==> src/rtl/ws2812_pkg.sv <==
// Shared WS2812 types and default timing constants.
package ws2812_pkg;

  typedef enum logic [1:0] {
    IDLE  = 2'd0,
    SEND  = 2'd1,
    LATCH = 2'd2
  } ws2812_state_t;

  // Defaults for a 16 MHz clock.
  localparam int unsigned WS2812_T0H    = 6;
  localparam int unsigned WS2812_T1H    = 13;
  localparam int unsigned WS2812_TBIT   = 20;
  localparam int unsigned WS2812_TLATCH = 1280;

  // Counter width able to hold 0..n-1, never narrower than one bit.
  function automatic int unsigned cnt_width(input int unsigned n);
    return (n > 1) ? $clog2(n) : 1;
  endfunction

endpackage

==> src/rtl/ws2812_bit_timer.sv <==
// Per-bit phase counter and high/low level generation for the WS2812 line.
// The level register is computed from next-cycle phase and bit value so the
// pin changes exactly on the bit/phase boundaries without glitches.
module ws2812_bit_timer
  import ws2812_pkg::*;
#(
  parameter int unsigned T0H_CYCLES = WS2812_T0H,
  parameter int unsigned T1H_CYCLES = WS2812_T1H,
  parameter int unsigned BIT_CYCLES = WS2812_TBIT,
  parameter bit          INVERT     = 1'b0
) (
  input  logic clk,
  input  logic rst,
  input  logic en,       // bit stream active in the next cycle
  input  logic start,    // first bit of a frame begins next cycle
  input  logic bit_val,  // bit value active in the next cycle
  output logic level,
  output logic bit_end
);

  localparam int unsigned PH_W = cnt_width(BIT_CYCLES);

  logic [PH_W-1:0] phase;
  logic [PH_W-1:0] phase_nxt;
  logic [PH_W-1:0] high_len;
  logic            active;
  logic            level_nxt;

  // Last cycle of the current bit period.
  assign bit_end = active && (phase == PH_W'(BIT_CYCLES - 1));

  // Next phase and next line level.
  always_comb begin
    phase_nxt = phase + PH_W'(1);
    if (!en || start || bit_end) begin
      phase_nxt = '0;
    end
    high_len  = bit_val ? PH_W'(T1H_CYCLES) : PH_W'(T0H_CYCLES);
    level_nxt = en && (phase_nxt < high_len);
  end

  // Phase, activity and pin registers.
  always_ff @(posedge clk) begin
    if (rst) begin
      phase  <= '0;
      active <= 1'b0;
      level  <= INVERT;
    end else begin
      phase  <= phase_nxt;
      active <= en;
      level  <= level_nxt ^ INVERT;
    end
  end

endmodule

==> src/rtl/ws2812_serializer.sv <==
// WS2812 NRZ serializer: requests bytes from upstream on demand, shifts them
// out MSB first and holds the line idle for the latch period between frames.
// Optional: define WS2812_SERIALIZER_INVERT_EN to invert ws_out for inverting
// level shifters (idle level becomes 1).
module ws2812_serializer
  import ws2812_pkg::*;
#(
  parameter int unsigned LEDS         = 32,
  parameter int unsigned T0H_CYCLES   = WS2812_T0H,
  parameter int unsigned T1H_CYCLES   = WS2812_T1H,
  parameter int unsigned BIT_CYCLES   = WS2812_TBIT,
  parameter int unsigned LATCH_CYCLES = WS2812_TLATCH
) (
  input  logic       clk,
  input  logic       rst,
  input  logic       trigger,
  input  logic [7:0] color_now,
  output logic       data_request,
  output logic       ws_out,
  output logic       busy,
  output logic       frame_done
);

  localparam int unsigned BYTES  = LEDS * 3;
  localparam int unsigned BYTE_W = cnt_width(BYTES);
  localparam int unsigned LAT_W  = cnt_width(LATCH_CYCLES);

`ifdef WS2812_SERIALIZER_INVERT_EN
  localparam bit INVERT = 1'b1;
`else
  localparam bit INVERT = 1'b0;
`endif

  ws2812_state_t     state, state_nxt;
  logic [7:0]        sreg, sreg_nxt;
  logic [2:0]        bit_idx, bit_idx_nxt;
  logic [BYTE_W-1:0] byte_cnt, byte_cnt_nxt;
  logic [LAT_W-1:0]  latch_cnt, latch_cnt_nxt;
  logic              timer_start;
  logic              timer_en;
  logic              bit_end;

  // Next-state, datapath and strobe logic.
  always_comb begin
    state_nxt     = state;
    sreg_nxt      = sreg;
    bit_idx_nxt   = bit_idx;
    byte_cnt_nxt  = byte_cnt;
    latch_cnt_nxt = latch_cnt;
    data_request  = 1'b0;
    frame_done    = 1'b0;
    timer_start   = 1'b0;

    unique case (state)
      IDLE: begin
        if (trigger) begin
          data_request = 1'b1;
          sreg_nxt     = color_now;
          byte_cnt_nxt = '0;
          bit_idx_nxt  = 3'd7;
          timer_start  = 1'b1;
          state_nxt    = SEND;
        end
      end
      SEND: begin
        if (bit_end) begin
          if (bit_idx != 3'd0) begin
            sreg_nxt    = {sreg[6:0], 1'b0};
            bit_idx_nxt = bit_idx - 3'd1;
          end else if (byte_cnt == BYTE_W'(BYTES - 1)) begin
            frame_done    = 1'b1;
            latch_cnt_nxt = '0;
            state_nxt     = LATCH;
          end else begin
            data_request = 1'b1;
            sreg_nxt     = color_now;
            byte_cnt_nxt = byte_cnt + BYTE_W'(1);
            bit_idx_nxt  = 3'd7;
          end
        end
      end
      LATCH: begin
        if (latch_cnt == LAT_W'(LATCH_CYCLES - 1)) begin
          latch_cnt_nxt = '0;
          state_nxt     = IDLE;
        end else begin
          latch_cnt_nxt = latch_cnt + LAT_W'(1);
        end
      end
      default: begin
        latch_cnt_nxt = '0;
        state_nxt     = LATCH;
      end
    endcase
  end

  // Timer looks at the next cycle's state and bit.
  assign timer_en = (state_nxt == SEND);

  // State and datapath registers; reset forces a full latch period.
  always_ff @(posedge clk) begin
    if (rst) begin
      state     <= LATCH;
      sreg      <= '0;
      bit_idx   <= 3'd7;
      byte_cnt  <= '0;
      latch_cnt <= '0;
      busy      <= 1'b1;
    end else begin
      state     <= state_nxt;
      sreg      <= sreg_nxt;
      bit_idx   <= bit_idx_nxt;
      byte_cnt  <= byte_cnt_nxt;
      latch_cnt <= latch_cnt_nxt;
      busy      <= (state_nxt != IDLE);
    end
  end

  ws2812_bit_timer #(
    .T0H_CYCLES (T0H_CYCLES),
    .T1H_CYCLES (T1H_CYCLES),
    .BIT_CYCLES (BIT_CYCLES),
    .INVERT     (INVERT)
  ) u_bit_timer (
    .clk     (clk),
    .rst     (rst),
    .en      (timer_en),
    .start   (timer_start),
    .bit_val (sreg_nxt[7]),
    .level   (ws_out),
    .bit_end (bit_end)
  );

endmodule

==> config.mk <==
export PLATFORM = sky130hd
export DESIGN_NAME = ws2812_serializer
export DESIGN_NICKNAME = d
export VERILOG_FILES = /design/src/rtl/ws2812_pkg.sv /design/src/rtl/ws2812_bit_timer.sv /design/src/rtl/ws2812_serializer.sv
export SDC_FILE = /design/constraint.sdc
export NUM_CORES = 1
export LEC_CHECK = 0
export ABC_AREA = 1
export CORE_ASPECT_RATIO = 1.5
export CORE_MARGIN = 5
export CORE_UTILIZATION = 40
export DETAILED_ROUTE_END_ITERATION = 10
export GPL_TIMING_DRIVEN = 0
export SLEW_MARGIN = 40
export SYNTH_ARGS = -nofsm -noshare
export SYNTH_HDL_FRONTEND = slang
export SYNTH_SLANG_ARGS = --single-unit
==> constraint.sdc <==
create_clock -name clk -period 2.88 [get_ports clk]
set_clock_uncertainty 0.1 [all_clocks]
set_input_delay 0.72 -clock clk [delete_from_list [all_inputs] [get_ports clk]]
set_output_delay 0.72 -clock clk [all_outputs]
set_load 0.03 [all_outputs]
==> Yosys cells after proc, flatten, opt, wreduce, memory -nomap -nowiden <==
Index checks and enable logic that the tools add are counted.
{ "classes": {"n_eq_ne": 12, "n_addsub": 4, "n_lt_le_gt_ge": 1, "muxes": 38, "bitwise_logic": 1, "n_reduce_logical": 12} }
{ "op_table": {"columns": ["cell", "count"], "rows": [
  ["2-to-1 mux 11 bit", 4],
  ["case mux 11 bit (3 select lines)", 1],
  ["2-to-1 mux 8 bit", 4],
  ["2-to-1 mux 7 bit", 4],
  ["case mux 8 bit (2 select lines)", 1],
  ["case mux 7 bit (2 select lines)", 1],
  ["2-to-1 mux 3 bit", 4],
  ["adder 11 x 1 -> 11 bit, second input constant", 1],
  ["equality test 11 bit, second input constant", 1],
  ["2-to-1 mux 2 bit", 5],
  ["2-to-1 mux 1 bit", 9],
  ["!= test 2 bit, second input constant", 4],
  ["AND reduction 4 bit", 2],
  ["adder 7 x 1 -> 7 bit, second input constant", 1],
  ["equality test 7 bit, second input constant", 1],
  ["case mux 2 bit (3 select lines)", 1],
  ["case mux 3 bit (2 select lines)", 1],
  ["adder 5 x 1 -> 5 bit, second input constant", 1],
  ["equality test 5 bit, second input constant", 1],
  ["< comparator 5 bit", 1],
  ["2-to-1 mux 5 bit", 1],
  ["AND reduction 5 bit", 1],
  ["equality test 2 x 1 -> 1 bit, second input constant", 2],
  ["2-to-1 mux 4 bit", 1],
  ["12 further kinds", 15]
]} }
{ "totals": {"input_bits": 11, "wordCells": 78, "register_bits": 39, "out_inout_bits": 4} }

==> Logic depth before layout (Yosys ltp) <==
Gate-level depths: netlist of run 1.
{ "logic_depth": {"depth_word": 12, "depth_mapped": 16, "mapped_depth_nobuf": 16} }

==> Cells and area by module <==
From an unflattened synthesis of run 1, not the netlist that was laid out.
{ "unflattened": {"hier_cells": 346, "area_unflattened_um2": 2309.7} }
{ "modules_own_cells": {"columns": ["mod", "cells_each", "seq_area_each_um2", "area_each_um2", "instances"], "rows": [
  ["ws2812_serializer", 292, 640.6, 1911.8, 1],
  ["ws2812_bit_timer", 54, 140.1, 397.9, 1]
]} }

==> Least setup slack after synthesis of run 1 <==
No wires, ideal clock.
{ "synth_timing": {"path_type": "reg-to-output", "start": "register u_bit_timer.phase[0]", "end": "output port data_request", "setup_slack_ns": 0.708, "arrival_time_ns": 1.352, "path_stages_with_launch": 7, "required_ns": 2.060, "path_buffers": 1, "path_cell_list": "dfxtp_1 ha_1 nand2_2 nor2_8 nand2_4 o21ai_4 buf_8"} }
{ "synth_via": {"elab_chain_cells": 4} }
{ "synth_rtl": {"columns": ["item", "line_no", "source"], "rows": [
  ["start, declared", "ws2812_bit_timer.sv:23", "logic [PH_W-1:0] phase;"],
  ["start signal, assigned", "ws2812_bit_timer.sv:49", "phase <= phase_nxt;"],
  ["equality test 5 bit", "ws2812_bit_timer.sv:30", "assign bit_end = active && (phase == PH_W'(BIT_CYCLES - 1));"],
  ["logical AND 1 bit", "ws2812_bit_timer.sv:30", null],
  ["2-to-1 mux 1 bit", "ws2812_serializer.sv:66", "if (bit_end) begin"],
  ["case mux 1 bit (2 select lines)", "ws2812_serializer.sv:54", "unique case (state)"],
  ["end, declared", "ws2812_serializer.sv:18", "output logic data_request,"]
]} }
Every way passes these cells.

==> Worst setup path after layout of run 1 <==
{ "layout_timing": {"start": "register byte_cnt[0]", "end": "output port frame_done"} }
{ "layout_via": {"elab_chain_cells": 5} }
{ "layout_rtl": {"columns": ["item", "line_no", "source"], "rows": [
  ["start, declared", "ws2812_serializer.sv:37", "logic [BYTE_W-1:0] byte_cnt, byte_cnt_nxt;"],
  ["start signal, assigned", "ws2812_serializer.sv:113", "byte_cnt <= byte_cnt_nxt;"],
  ["equality test 7 bit", "ws2812_serializer.sv:70", "end else if (byte_cnt == BYTE_W'(BYTES - 1)) begin"],
  ["2-to-1 mux 1 bit", "ws2812_serializer.sv:70", null],
  ["2-to-1 mux 1 bit", "ws2812_serializer.sv:67", "if (bit_idx != 3'd0) begin"],
  ["2-to-1 mux 1 bit", "ws2812_serializer.sv:66", null],
  ["2-to-1 mux 1 bit", "ws2812_serializer.sv:54", null],
  ["end, declared", "ws2812_serializer.sv:21", "output logic frame_done"]
]} }
Every way passes these cells.

==> results of run 1 <==
==> routing by layer <==
layer | GRT usage | wire length [microns]
met1 | 0.1684 | 2101
met2 | 0.2566 | 2356
met3 | 0.03033 | 201
met4 | 0.06617 | 119
met5 | 0 | 0
==> flip-flops by register name, summed over array words and instances (netlist names) <==
register and count:
latch_cnt 11, u_bit_timer.phase 5, state 2, bit_idx 3
busy 1, byte_cnt 7, u_bit_timer.level 1, u_bit_timer.active 1
sreg 8
==> cells in the final DEF, fill, tap and decap left out, types with 4 or more instances in the layout <==
cell type        netlist  routed
nand3_1               19      18
nand3_2                3       4
a21oi_1               18      18
nor3_1                 8       8
xor2_1                 4       4
nor2_1                30      30
clkbuf_8               0       6
dfxtp_1               39      39
a31oi_1                6       6
inv_1                 38      38
nand2_1               75      74
o21ai_0               11      11
ha_1                   7       6
clkdlybuf4s50_1        0      12
nand4_1               14      14
==> timing repair <==
| item | 4_1_cts | 5_1_grt |
|---|---|---|
| endpoints found under the setup margin | 2 | 1 |
| gates resized for setup | 9 | 0 |
| pin swaps | 1 | 1 |
| buffers inserted | 0 | 2 |
| endpoints found under the hold margin | 0 | 0 |
==> stage by stage <==
stage / power [mW] / setup TNS, ps / setup slack (ps)
after global routing: 1.002 / 0 / 0.9079
after global placement: 0.5962 / -429.5 / -429.5
after CTS: 0.9743 / 0 / 71.93
after floorplan: 0.5739 / 0 / 707.7
after detailed placement: 0.5965 / -420.2 / -420.2
final: 0.9613 / 0 / 135.7
==> critical path, delay by kind of cell, from the launching register on <==
family / cells / cell delay, ps
DFF: 1 / 390
and+or+nand+nor: 4 / 610
buffers and inverters: 1 / 410
adders and majority gates: 1 / 230
==> path summary, 6_finish.rpt <==
| kind | start | to | cells past startpoint | slack (ps) |
|---|---|---|---|---|
| min reg2reg | sreg[0] | sreg[0] | 2 | 370 |
| min | sreg[0] | sreg[0] | 2 | 370 |
| max | byte_cnt[0] | frame_done | 6 | 140 |
| max reg2reg | bit_idx[0] | u_bit_timer.level | 14 | 650 |
==> area by class of cell <==
cell class	instances	area (sq um)	area share
inverters	41	153.9	0.06272
plain buffers	5	33.78	0.01377
multi-input cells	216	1164	0.4743
flip-flops and latches	39	780.7	0.3182
repair buffers	16	148.9	0.06068
well taps	68	85.08	0.03468
clock inverters	1	5.005	0.002040
clock buffers	6	82.58	0.03366
==> kinds of logic after synthesis <==
logic type | after synthesis | share of synthesized area
buffers and inverters | 46 | 0.08844
and+or+nand+nor | 160 | 0.3491
AOI/OAI and AO/OA | 45 | 0.1368
xor gates and xnor gates | 4 | 0.01651
DFF | 39 | 0.3679
adders and majority gates | 7 | 0.04127
==> where the power goes <==
| group | leakage [nW] | switching, mW | internal (mW) |
|---|---|---|---|
| Clock | 0.0470 | 0.190 | 0.188 |
| Sequential | 0.315 | 0.00431 | 0.542 |
| Combinational | 0.675 | 0.0190 | 0.0180 |
==> flow_summary.json, run 1 <==
{
  "num_antenna_cells": 0,
  "outcome": "finished clean",
  "h-tree-depth": 2,
  "crit_top_cell": "nor2_1",
  "insertion_delay_ps": 290,
  "max_slew_margin": 0.6391,
  "path_cells": "ha_1, nand2_1, nor2_1, nand3_2, nor2_1, dlygate4sd2_1",
  "place_inst": 383,
  "antenna_found_initial": 0,
  "synth_ff_type": "dfxtp_1",
  "grt_pass1_vias": 1825,
  "cts-root-buf": "clkbuf_8",
  "finalMaxSlewViolations": 0,
  "final_util": 0.4750,
  "hold_viol": 0,
  "cts_tree": "yes",
  "powerDensity_nw_per_um2": 391.8,
  "vias_per_cell": 4.997,
  "drt.antenna.violating_nets": 0,
  "max_freq_mhz": 364.4,
  "grt_first_pass_wirelength_microns": 8190,
  "cts_hold_buffers": 0,
  "hp-class": "reg -> reg",
  "synth_seq_cells": 39,
  "drt-total-wl_microns": 4779,
  "cts.reportedPaths.clkPinSlew_ps": 70,
  "critPathMaxStageDelay_ps": 410,
  "leakagePower_nw": 1.037,
  "synthArstFlopShare": 0,
  "setup_viol": 0,
  "cp-end-kind": "output port",
  "post-route-period-util": 0.9529,
  "grt_max_degree": 12,
  "worst_pin_slew_ps": 541.4,
  "dr_total_vias": 1959,
  "hold_slack_ps": 372.7,
  "fillers": 543,
  "final_nets": 342,
  "drive_above_1_share": 0.1080,
  "die_h_microns": 99.21,
  "drv_cap": 0,
  "start_util": 0.4109,
  "crit_path_top_delay_cell": "dlygate4sd2_1",
  "yosysTopAreaCellShare": 0.3679,
  "core_region_area_sq_um": 5165,
  "gp_congestion": 0.8067,
  "grt-ovfl-total": 0,
  "synth_most_common_cell": "nand2_1",
  "drc_errors": 0,
  "post-route-cell-area_sq_um": 2454,
  "drt_iter0_drc": 91,
  "cts_made_buffers": 5,
  "final_cells": 392,
  "dp.final_hpwl_microns": 3626,
  "critical_path_required_ps": 2060,
  "synth_edf_count": 0,
  "synth_warnings": 0,
  "wl_per_cell_microns": 12.19,
  "crit_type": "reg -> out",
  "io_pins": 15,
  "fp.dieW_microns": 69.47,
  "synth_cell_types": 31,
  "port_buffers": 14,
  "seq_area_frac_synth": 0.3679,
  "synth_area_sq_um": 2122,
  "area_growth_pct": 15.62,
  "irDropWorstVdd_uv": 271.2,
  "clk_path_buf_depth": 2,
  "fin_crit_ps": 2744,
  "cts_sinks": 39,
  "synth_area_leader_cell": "dfxtp_1",
  "dpl_cell_area_sq_um": 2347,
  "dieArea_sq_um": 6892,
  "synth_nets": 319,
  "drt_first_pass_iters": 4,
  "grt_util_all_layers": 0.1459,
  "avgSynthCellArea_sq_um": 7.050,
  "rsz0062_at_grt": "false",
  "synth_cells": 301,
  "arrival_ps": 1920,
  "synth_area_leaders": "dfxtp_1 (37%), nand2_1 (13%), inv_1 (6.7%)",
  "rows": 32,
  "yosys-top-cells-count": "nand2_1 (75), dfxtp_1 (39), inv_1 (38)",
  "cp_max_fo": 5,
  "start_kind": "flop"
}
Power figures use the tool's default switching activity.
==> run 2, diff against run 1 <==
- CAP_MARGIN: not set -> 30
==> results of run 2 <==
No change in the layout: final DEF, timing and power equal those of run 1.
==> run 3, diff against run 2 <==
- CORE_UTILIZATION: 40 -> 58
- CTS_CLUSTER_SIZE: not set -> 12
- HOLD_SLACK_MARGIN: not set -> 0.12
- PLACE_DENSITY: not set -> 0.79
==> flow_summary.json, run 3 (synthesis results as in run 1) <==
{
  "dp.final_hpwl_microns": 3365,
  "regToRegStartpoint": "bit_idx[0]",
  "cp_max_fo": 10,
  "drt.antenna.violating_nets": 0,
  "final_nets": 342,
  "dr_total_vias": 1975,
  "max_slew_margin": 0.6660,
  "drive_above_1_share": 0.1015,
  "fin_crit_ps": 2739,
  "final_util": 0.6677,
  "largest_reg_flops": 11,
  "h-tree-depth": 2,
  "irDropWorstVdd_uv": 365.5,
  "fin_tns_setup_ps": 0,
  "drt_first_pass_iters": 5,
  "cts_hold_buffers": 0,
  "r2r_setup_slack_ps": 570,
  "cts-root-buf": "clkbuf_8",
  "outcome": "finished clean",
  "drc_errors": 0,
  "grt_util_all_layers": 0.1995,
  "hold_path.startpoint": "sreg[0]",
  "place_ws_ps": -442.0,
  "r2r-end": "u_bit_timer.level",
  "num_antenna_cells": 0,
  "grt-ovfl-total": 0,
  "cts.reportedPaths.clkPinSlew_ps": 70,
  "arrival_ps": 1920,
  "hold_end": "sreg[0]",
  "fp.dieW_microns": 59.39,
  "final_cells": 368,
  "final_cell_mix": "nand2_1 (75), dfxtp_1 (39), inv_1 (38), nor2_1 (30)",
  "grt_first_pass_wirelength_microns": 7831,
  "cts_made_buffers": 5,
  "hp-class": "reg -> reg",
  "insertion_delay_ps": 290,
  "whs_path_depth": 2,
  "vias_per_cell": 5.367,
  "finalPower_mw": 0.9354,
  "drv_cap": 0,
  "io_pins": 15,
  "swShare": 0.2193,
  "drt_iter0_drc": 70,
  "leakagePower_nw": 1.031,
  "cts_sinks": 39,
  "fillers": 313,
  "place_inst": 358,
  "dieArea_sq_um": 4993,
  "setup_viol": 0,
  "finalMaxSlewViolations": 0,
  "die_h_microns": 84.08,
  "crit_type": "in -> out",
  "start_util": 0.5871,
  "reg2reg_depth": 14,
  "hold_viol": 0,
  "top_regs": "latch_cnt x11, sreg x8, byte_cnt x7",
  "core_region_area_sq_um": 3615,
  "area_growth_pct": 13.74,
  "powerDensity_nw_per_um2": 387.6,
  "power_frac_comb": 0.039,
  "timing.final.ws_setup_ps": 141.3,
  "intPower_mw": 0.7302,
  "gp_congestion": 0.8992,
  "clk_path_buf_depth": 2,
  "rsz0062_at_grt": "false",
  "grt_pass1_vias": 1894,
  "post-route-period-util": 0.9509,
  "max_freq_mhz": 365.1,
  "antenna_found_initial": 0,
  "worst_pin_slew_ps": 501.0,
  "grt_max_degree": 12,
  "top_register": "latch_cnt",
  "cp-end-kind": "output port",
  "start_kind": "input pin",
  "pwr-share-clk": 0.377,
  "rows": 27,
  "critical_path_required_ps": 2060,
  "drt-total-wl_microns": 4413,
  "wl_per_cell_microns": 11.99,
  "cts_tree": "yes",
  "p_switching_mw": 0.2052,
  "p_seq_frac": 0.584,
  "port_buffers": 14,
  "layout_commonest_cell": "nand2_1"
}
## run 3: cell types whose count changed in the layout (fill, tap and decap cells not counted), sizes merged
cell    delta
clkbuf     +1
## run 3: layout make-up
type | count | area, sq um | share of cell area
plain buffers | 5 | 33.78 | 0.01400
clock buffers | 7 | 76.32 | 0.03162
clock inverters | 1 | 5.005 | 0.002074
inverters | 41 | 153.9 | 0.06376
multi-input cells | 216 | 1161 | 0.4811
flip-flops and latches | 39 | 780.7 | 0.3235
well taps | 43 | 53.80 | 0.02229
repair buffers | 16 | 148.9 | 0.06169
## run 3: power groups by stage
stage               sequential (mW)  combinational [mW]  clock, mW
floorplan                     0.558              0.0159          0
global placement              0.559              0.0363          0
detailed placement            0.559              0.0363          0
CTS                           0.546              0.0366      0.367
global route                  0.547              0.0400      0.386
finish                        0.546              0.0363      0.353
## run 3: worst max path at each step
stage,slack [ps],from,end
5_1_grt,9,bit_idx[0],frame_done
4_1_cts,80,u_bit_timer.phase[0],data_request
3_3_place_gp,-430,trigger,data_request
6_report,140,trigger,data_request
3_5_place_dp,-440,trigger,data_request
2_1_floorplan,710,u_bit_timer.phase[0],data_request
## run 3: worst max-delay path: stages
cell	delay, ps
clkdlybuf4s50_1	530
nand3_2	150
o21ai_4	140
buf_8	170
buf_2	200
## run 3: through the flow
stage	hold slack [ps]	instance area, sq um
after floorplan	331.0	2122
after global placement	352.7	2316
after detailed placement	359.9	2316
after CTS	369.5	2399
after global routing	399.7	2414
final	367.1	2414
## run 3: timing repair
item / in CTS / in global routing
pin swaps: 1 / 1
setup buffers: 0 / 2
gates resized for setup: 8 / 0
setup endpoints to repair: 2 / 1
## run 3: metal layers
layer | part of all wire | vias up | GRT usage
met4 | 0.017 | 0 | 0.09072
met1 | 0.42 | 901 | 0.2118
met3 | 0.028 | 7 | 0.03715
li1 | - | 1033 | -
met5 | 0 | - | 0
met2 | 0.53 | 34 | 0.3602
==> edit 1: new RTL, config.mk and constraints of run 1 <==
`INVERT` is set to 1'b0 in 2 places; all go to 1'b1.
--- a/src/rtl/ws2812_bit_timer.sv
+++ b/src/rtl/ws2812_bit_timer.sv
@@ -7,7 +7,7 @@
   parameter int unsigned T0H_CYCLES = WS2812_T0H,
   parameter int unsigned T1H_CYCLES = WS2812_T1H,
   parameter int unsigned BIT_CYCLES = WS2812_TBIT,
-  parameter bit          INVERT     = 1'b0
+  parameter bit          INVERT     = 1'b1
 ) (
   input  logic clk,
   input  logic rst,
--- a/src/rtl/ws2812_serializer.sv
+++ b/src/rtl/ws2812_serializer.sv
@@ -28,7 +28,7 @@
 `ifdef WS2812_SERIALIZER_INVERT_EN
   localparam bit INVERT = 1'b1;
 `else
-  localparam bit INVERT = 1'b0;
+  localparam bit INVERT = 1'b1;
 `endif
 
   ws2812_state_t     state, state_nxt;
Behaviour: not the same (Yosys sat finds a counterexample within 4 cycles, from zero or initial values and one cycle with rst high).
==> edit 1 against run 1 <==
  * Final area shrank 4.2%
  * Power grew 2.7%
  * Sequential share of layout area grew 1.4 points
  * Global-route usage shrank 0.43 points
  * Sequential cell count is the same
  * Routed wire length shrank 9.9%
  * Synthesized area shrank 5.1%
  * Worst setup slack lost 0.040 ns
  * Clock power grew 7.9%
  * Critical endpoint is now data_request
  * Non-clock buffer count shrank 1
  * Highest routed layer unchanged
==> edit 1: results (changes against run 1) <==
| Metric | Value |
|---|---|
| Outcome | `finished clean (unchanged)` |
| Row count | `31 (was 32)` |
| Gate count after technology mapping | `281 (was 301)` |
| Routability cong. | `0.825 (was 0.807)` |
| Net Sw Power | `0.209 mW (was 0.213 mW)` |
| Worst r2r path cells | `13 (was 14)` |
| Clk_buf instances | `7 (was 6)` |
| Layout non-clock buf frac | `7.45% (about the same)` |
| Synth area leaders | `dfxtp_1, nand2_1, nand3_1, a21oi_1, inv_1 (was dfxtp_1, nand2_1, inv_1, nor2_1, nand3_1)` |
| Worst Tran Pin Value | `0.567 ns (was 0.541 ns)` |
| Synth cell count leaders | `nand2_1, dfxtp_1, inv_1 (unchanged)` |
| Tot GR Track Use | `14.2% (was 14.6%)` |
| Final HPWL from detailed placement | `3280 µm (was 3630 µm)` |
| Netlist cell types | `29 (was 31)` |
| Initial DRT Pass Iterations | `5 (was 4)` |
| Non-clock buffers | `20 (was 21)` |
| Critical path's slowest cell | `clkdlybuf4s50_1 (was dlygate4sd2_1)` |
| # resized after CTS | `5 (was 9)` |
| DP Worst Slack | `-0.371 ns (was -0.420 ns)` |
| Worst Path Max Fanout | `10 (was 5)` |
| Leakage Power | `0.944 nW (was 1.04 nW)` |
| Inverters | `29 (was 41)` |
| Nets | `320 (was 342)` |
| Largest net degree at the start of global routing | `13 (was 12)` |
| First-pass GRT wire length | `7420 µm (was 8190 µm)` |
| Initial DRC Count | `78 (was 91)` |
| Max stage delay on crit path | `0.49 ns (was 0.41 ns)` |
| Post-Syn Nets | `299 (was 319)` |
| DP Area | `2240 µm² (was 2350 µm²)` |
| Sequential-to-total area share from yosys stat | `38.8% (was 36.8%)` |
| Worst vdd ir | `0.211 mV (was 0.271 mV)` |
| Vias in the first global route | `1,728 (was 1,825)` |
| Clk tree area frac | `4.42% (was 3.57%)` |
| Vias after detailed routing | `1,814 (was 1,959)` |
| Share of the synthesized area in the top cell type | `38.8% (was 36.8%)` |
edit 1: cell types whose count changed after synthesis, sizes merged, moves of 3 or more:
cell,run 1,this run
inv,41,29
o21ai,16,9
nor2,32,27
xor2,4,9
nand2,79,83
nand4,14,10
nand3b,0,3
edit 1: power by group through the flow:
stage | logic [mW] | registers, mW | clock network (mW)
floorplan | 0.0152 | 0.558 | 0
global placement | 0.0341 | 0.558 | 0
detailed placement | 0.0345 | 0.559 | 0
CTS | 0.0347 | 0.546 | 0.421
global route | 0.0378 | 0.546 | 0.442
finish | 0.0339 | 0.546 | 0.408
edit 1: final timing paths:
path,from,endpoint,slack (ns)
worst max-delay path,trigger,data_request,0.1
worst min-delay path,bit_idx[2]$_SDFFE_PP1P_,bit_idx[2]$_SDFFE_PP1P_,0.36
worst max register to register,byte_cnt[0]$_SDFFE_PP0P_,u_bit_timer.level$_SDFF_PP1_,0.55
worst min register to register,bit_idx[2]$_SDFFE_PP1P_,bit_idx[2]$_SDFFE_PP1P_,0.36
edit 1: routing by layer:
metal  track usage, %  part of all wire, %  up-vias  routed length (µm)
met5                0                    0        -                   0
met4             5.51                  2.5        0                 106
met3             3.48                  2.9        9                 126
met2             25.0                   52       31                2230
met1             15.5                   43      819                1840
li1                 -                    -      955                   -
edit 1: cells by family (layout without fill, tap and decap cells):
logic type / Yosys count / in the layout / synth area share [%]
flops: 39 / 39 / 38.8
fa+ha+maj: 7 / 7 / 4.35
simple gates: 157 / 157 / 36.7
xor+xnor: 9 / 9 / 3.91
buf+inv: 35 / 57 / 7.33
compound gates: 34 / 34 / 8.94
edit 1: worst min-delay path: cells and delay by family (launching register included):
kind,cells,cell delay [ns]
flip-flops,1,0.33
AND/OR/NAND/NOR,2,0.10
==> edit 2: new RTL, settings of run 1 <==
Without the edit above. Register the output `data_request`, cleared by the reset; this adds one clock of latency there. The other outputs are not delayed to match.
--- a/src/rtl/ws2812_serializer.sv
+++ b/src/rtl/ws2812_serializer.sv
@@ -25,6 +25,8 @@
   localparam int unsigned BYTE_W = cnt_width(BYTES);
   localparam int unsigned LAT_W  = cnt_width(LATCH_CYCLES);
 
+  logic data_request_d;
+
 `ifdef WS2812_SERIALIZER_INVERT_EN
   localparam bit INVERT = 1'b1;
 `else
@@ -47,14 +49,14 @@
     bit_idx_nxt   = bit_idx;
     byte_cnt_nxt  = byte_cnt;
     latch_cnt_nxt = latch_cnt;
-    data_request  = 1'b0;
+    data_request_d = 1'b0;
     frame_done    = 1'b0;
     timer_start   = 1'b0;
 
     unique case (state)
       IDLE: begin
         if (trigger) begin
-          data_request = 1'b1;
+          data_request_d = 1'b1;
           sreg_nxt     = color_now;
           byte_cnt_nxt = '0;
           bit_idx_nxt  = 3'd7;
@@ -72,7 +74,7 @@
             latch_cnt_nxt = '0;
             state_nxt     = LATCH;
           end else begin
-            data_request = 1'b1;
+            data_request_d = 1'b1;
             sreg_nxt     = color_now;
             byte_cnt_nxt = byte_cnt + BYTE_W'(1);
             bit_idx_nxt  = 3'd7;
@@ -131,5 +133,13 @@
     .bit_end (bit_end)
   );
 
+  always_ff @(posedge clk) begin
+    if (rst) begin
+      data_request <= '0;
+    end else begin
+      data_request <= data_request_d;
+    end
+  end
+
 endmodule
 
Behaviour: same outputs for any inputs over 10 cycles, from zero or initial values and one cycle with rst high; that may be too few to reach the edited logic, so the function may still have changed.
==> edit 2 against run 1 <==
  * Final area up 0.76%
  * Routed wire length is 9.7% lower
  * Count of clock-buffer cells in the layout down 1
  * Sequential cell count increased by 1
  * Power grew 18%
  * Synthesized area shrank 0.12%
  * Largest power group unchanged
  * Critical endpoint unchanged
  * Via count is 7.4% lower
  * Worst setup slack improved by 0.091 ns
  * Critical path type unchanged
  * Clock power grew 43%
==> edit 2: results (changes against run 1) <==
| Metric | Value |
|---|---|
| Max_slew headroom | `59.2% (was 63.9%)` |
| First-pass GRT wire length | `7770 µm (was 8190 µm)` |
| Worst vdd ir | `0.249 mV (was 0.271 mV)` |
| Synth area leaders | `dfxtp_1, nand2_1, nor2_1, inv_1, nand3_1 (was dfxtp_1, nand2_1, inv_1, nor2_1, nand3_1)` |
| Hold path start | `latch_cnt[7]$_SDFFE_PP0P_ (was sreg[0]$_SDFFE_PP0P_)` |
| Outcome | `finished clean (unchanged)` |
| Largest net degree at the start of global routing | `13 (was 12)` |
| Clock Power Share | `47.6% (was 39.3%)` |
| Worst r2r path cells | `16 (was 14)` |
| Sequential-to-total area share from yosys stat | `37.8% (was 36.8%)` |
| Top Family by Delay on Critical Path | `buffers and inverters (was simple AND/OR/NAND/NOR gates)` |
| # resized after CTS | `1 (was 9)` |
| Netlist cell types | `27 (was 31)` |
| DP Area | `2340 µm² (was 2350 µm²)` |
| Net Sw Power | `0.219 mW (was 0.213 mW)` |
| DRT Wirelength | `4320 µm (was 4780 µm)` |
| Slew Viols, Final | `0 (unchanged)` |
| Comb pwr | `0.0349 mW (was 0.0371 mW)` |
| Routed vias/inst | `4.69 (was 5.00)` |
| R2R Path Start | `byte_cnt[0]$_SDFFE_PP0P_ (was bit_idx[0]$_SDFFE_PP1P_)` |
| Share of cells above drive strength 1 | `12.2% (was 10.8%)` |
| Tot GR Track Use | `13.6% (was 14.6%)` |
| Reg2reg setup slack | `0.71 ns (was 0.65 ns)` |
| Nets | `337 (was 342)` |
| Worst Path Max Fanout | `4 (was 5)` |
-- edit 2: cell count changes after synthesis, sizes merged, moves of 2 or more --
cell / change
xor2: +2
inv: -5
a21oi: +10
nand2: -4
or2: -2
o21ai: -2
nand4: -8
nand3b: +2
nor2: +14
xnor2: +2
a31oi: -6
-- edit 2: kinds of logic (layout without fill, tap and decap cells) --
kind of cell             Yosys count  in the layout  synth area share, %
AND/OR/NAND/NOR                  159            159                 34.6
AO/OA/AOI/OAI                     43             43                 12.2
adder cells (fa/ha/maj)            7              7                 4.13
buffers and inverters             41             62                 7.97
XOR/XNOR                           8              8                 3.31
flip-flops                        40             40                 37.8
-- edit 2: worst max path at each step --
stage	slack, ns	cells after the start	endpoint
after floorplan	0.76	5	frame_done
after global placement	0.19	15	u_bit_timer.level$_SDFF_PP0_
after detailed placement	0.19	15	u_bit_timer.level$_SDFF_PP0_
after CTS	0.19	6	frame_done
after global routing	0.08	6	frame_done
final	0.23	6	frame_done
-- edit 2: area by class of cell --
type | instances | area share (%)
multi-input cells | 217 | 46.5
flip-flops and latches | 40 | 32.4
repair buffers | 14 | 5.62
inverters | 36 | 5.47
well taps | 68 | 3.44
clock buffers | 5 | 2.78
clock inverters | 2 | 2.43
plain buffers | 5 | 1.37
-- edit 2: metrics by stage --
step	instances	worst slack (ns)	util, %	power, mW	hold WS, ns
after detailed placement	380	0.194	45.4	0.608	0.352
after global placement	380	0.191	45.4	0.608	0.349
after CTS	387	0.192	47.9	1.15	0.365
after global routing	387	0.0820	47.9	1.17	0.387
final	387	0.227	47.9	1.13	0.362
after floorplan	298	0.756	-	0.587	0.330
-- edit 2: metal layers --
metal / share of wire, % / GRT usage, %
met5: 0 / 0
met2: 51 / 25.4
met3: 3.1 / 2.53
met4: 1.5 / 4.96
met1: 44 / 15.3
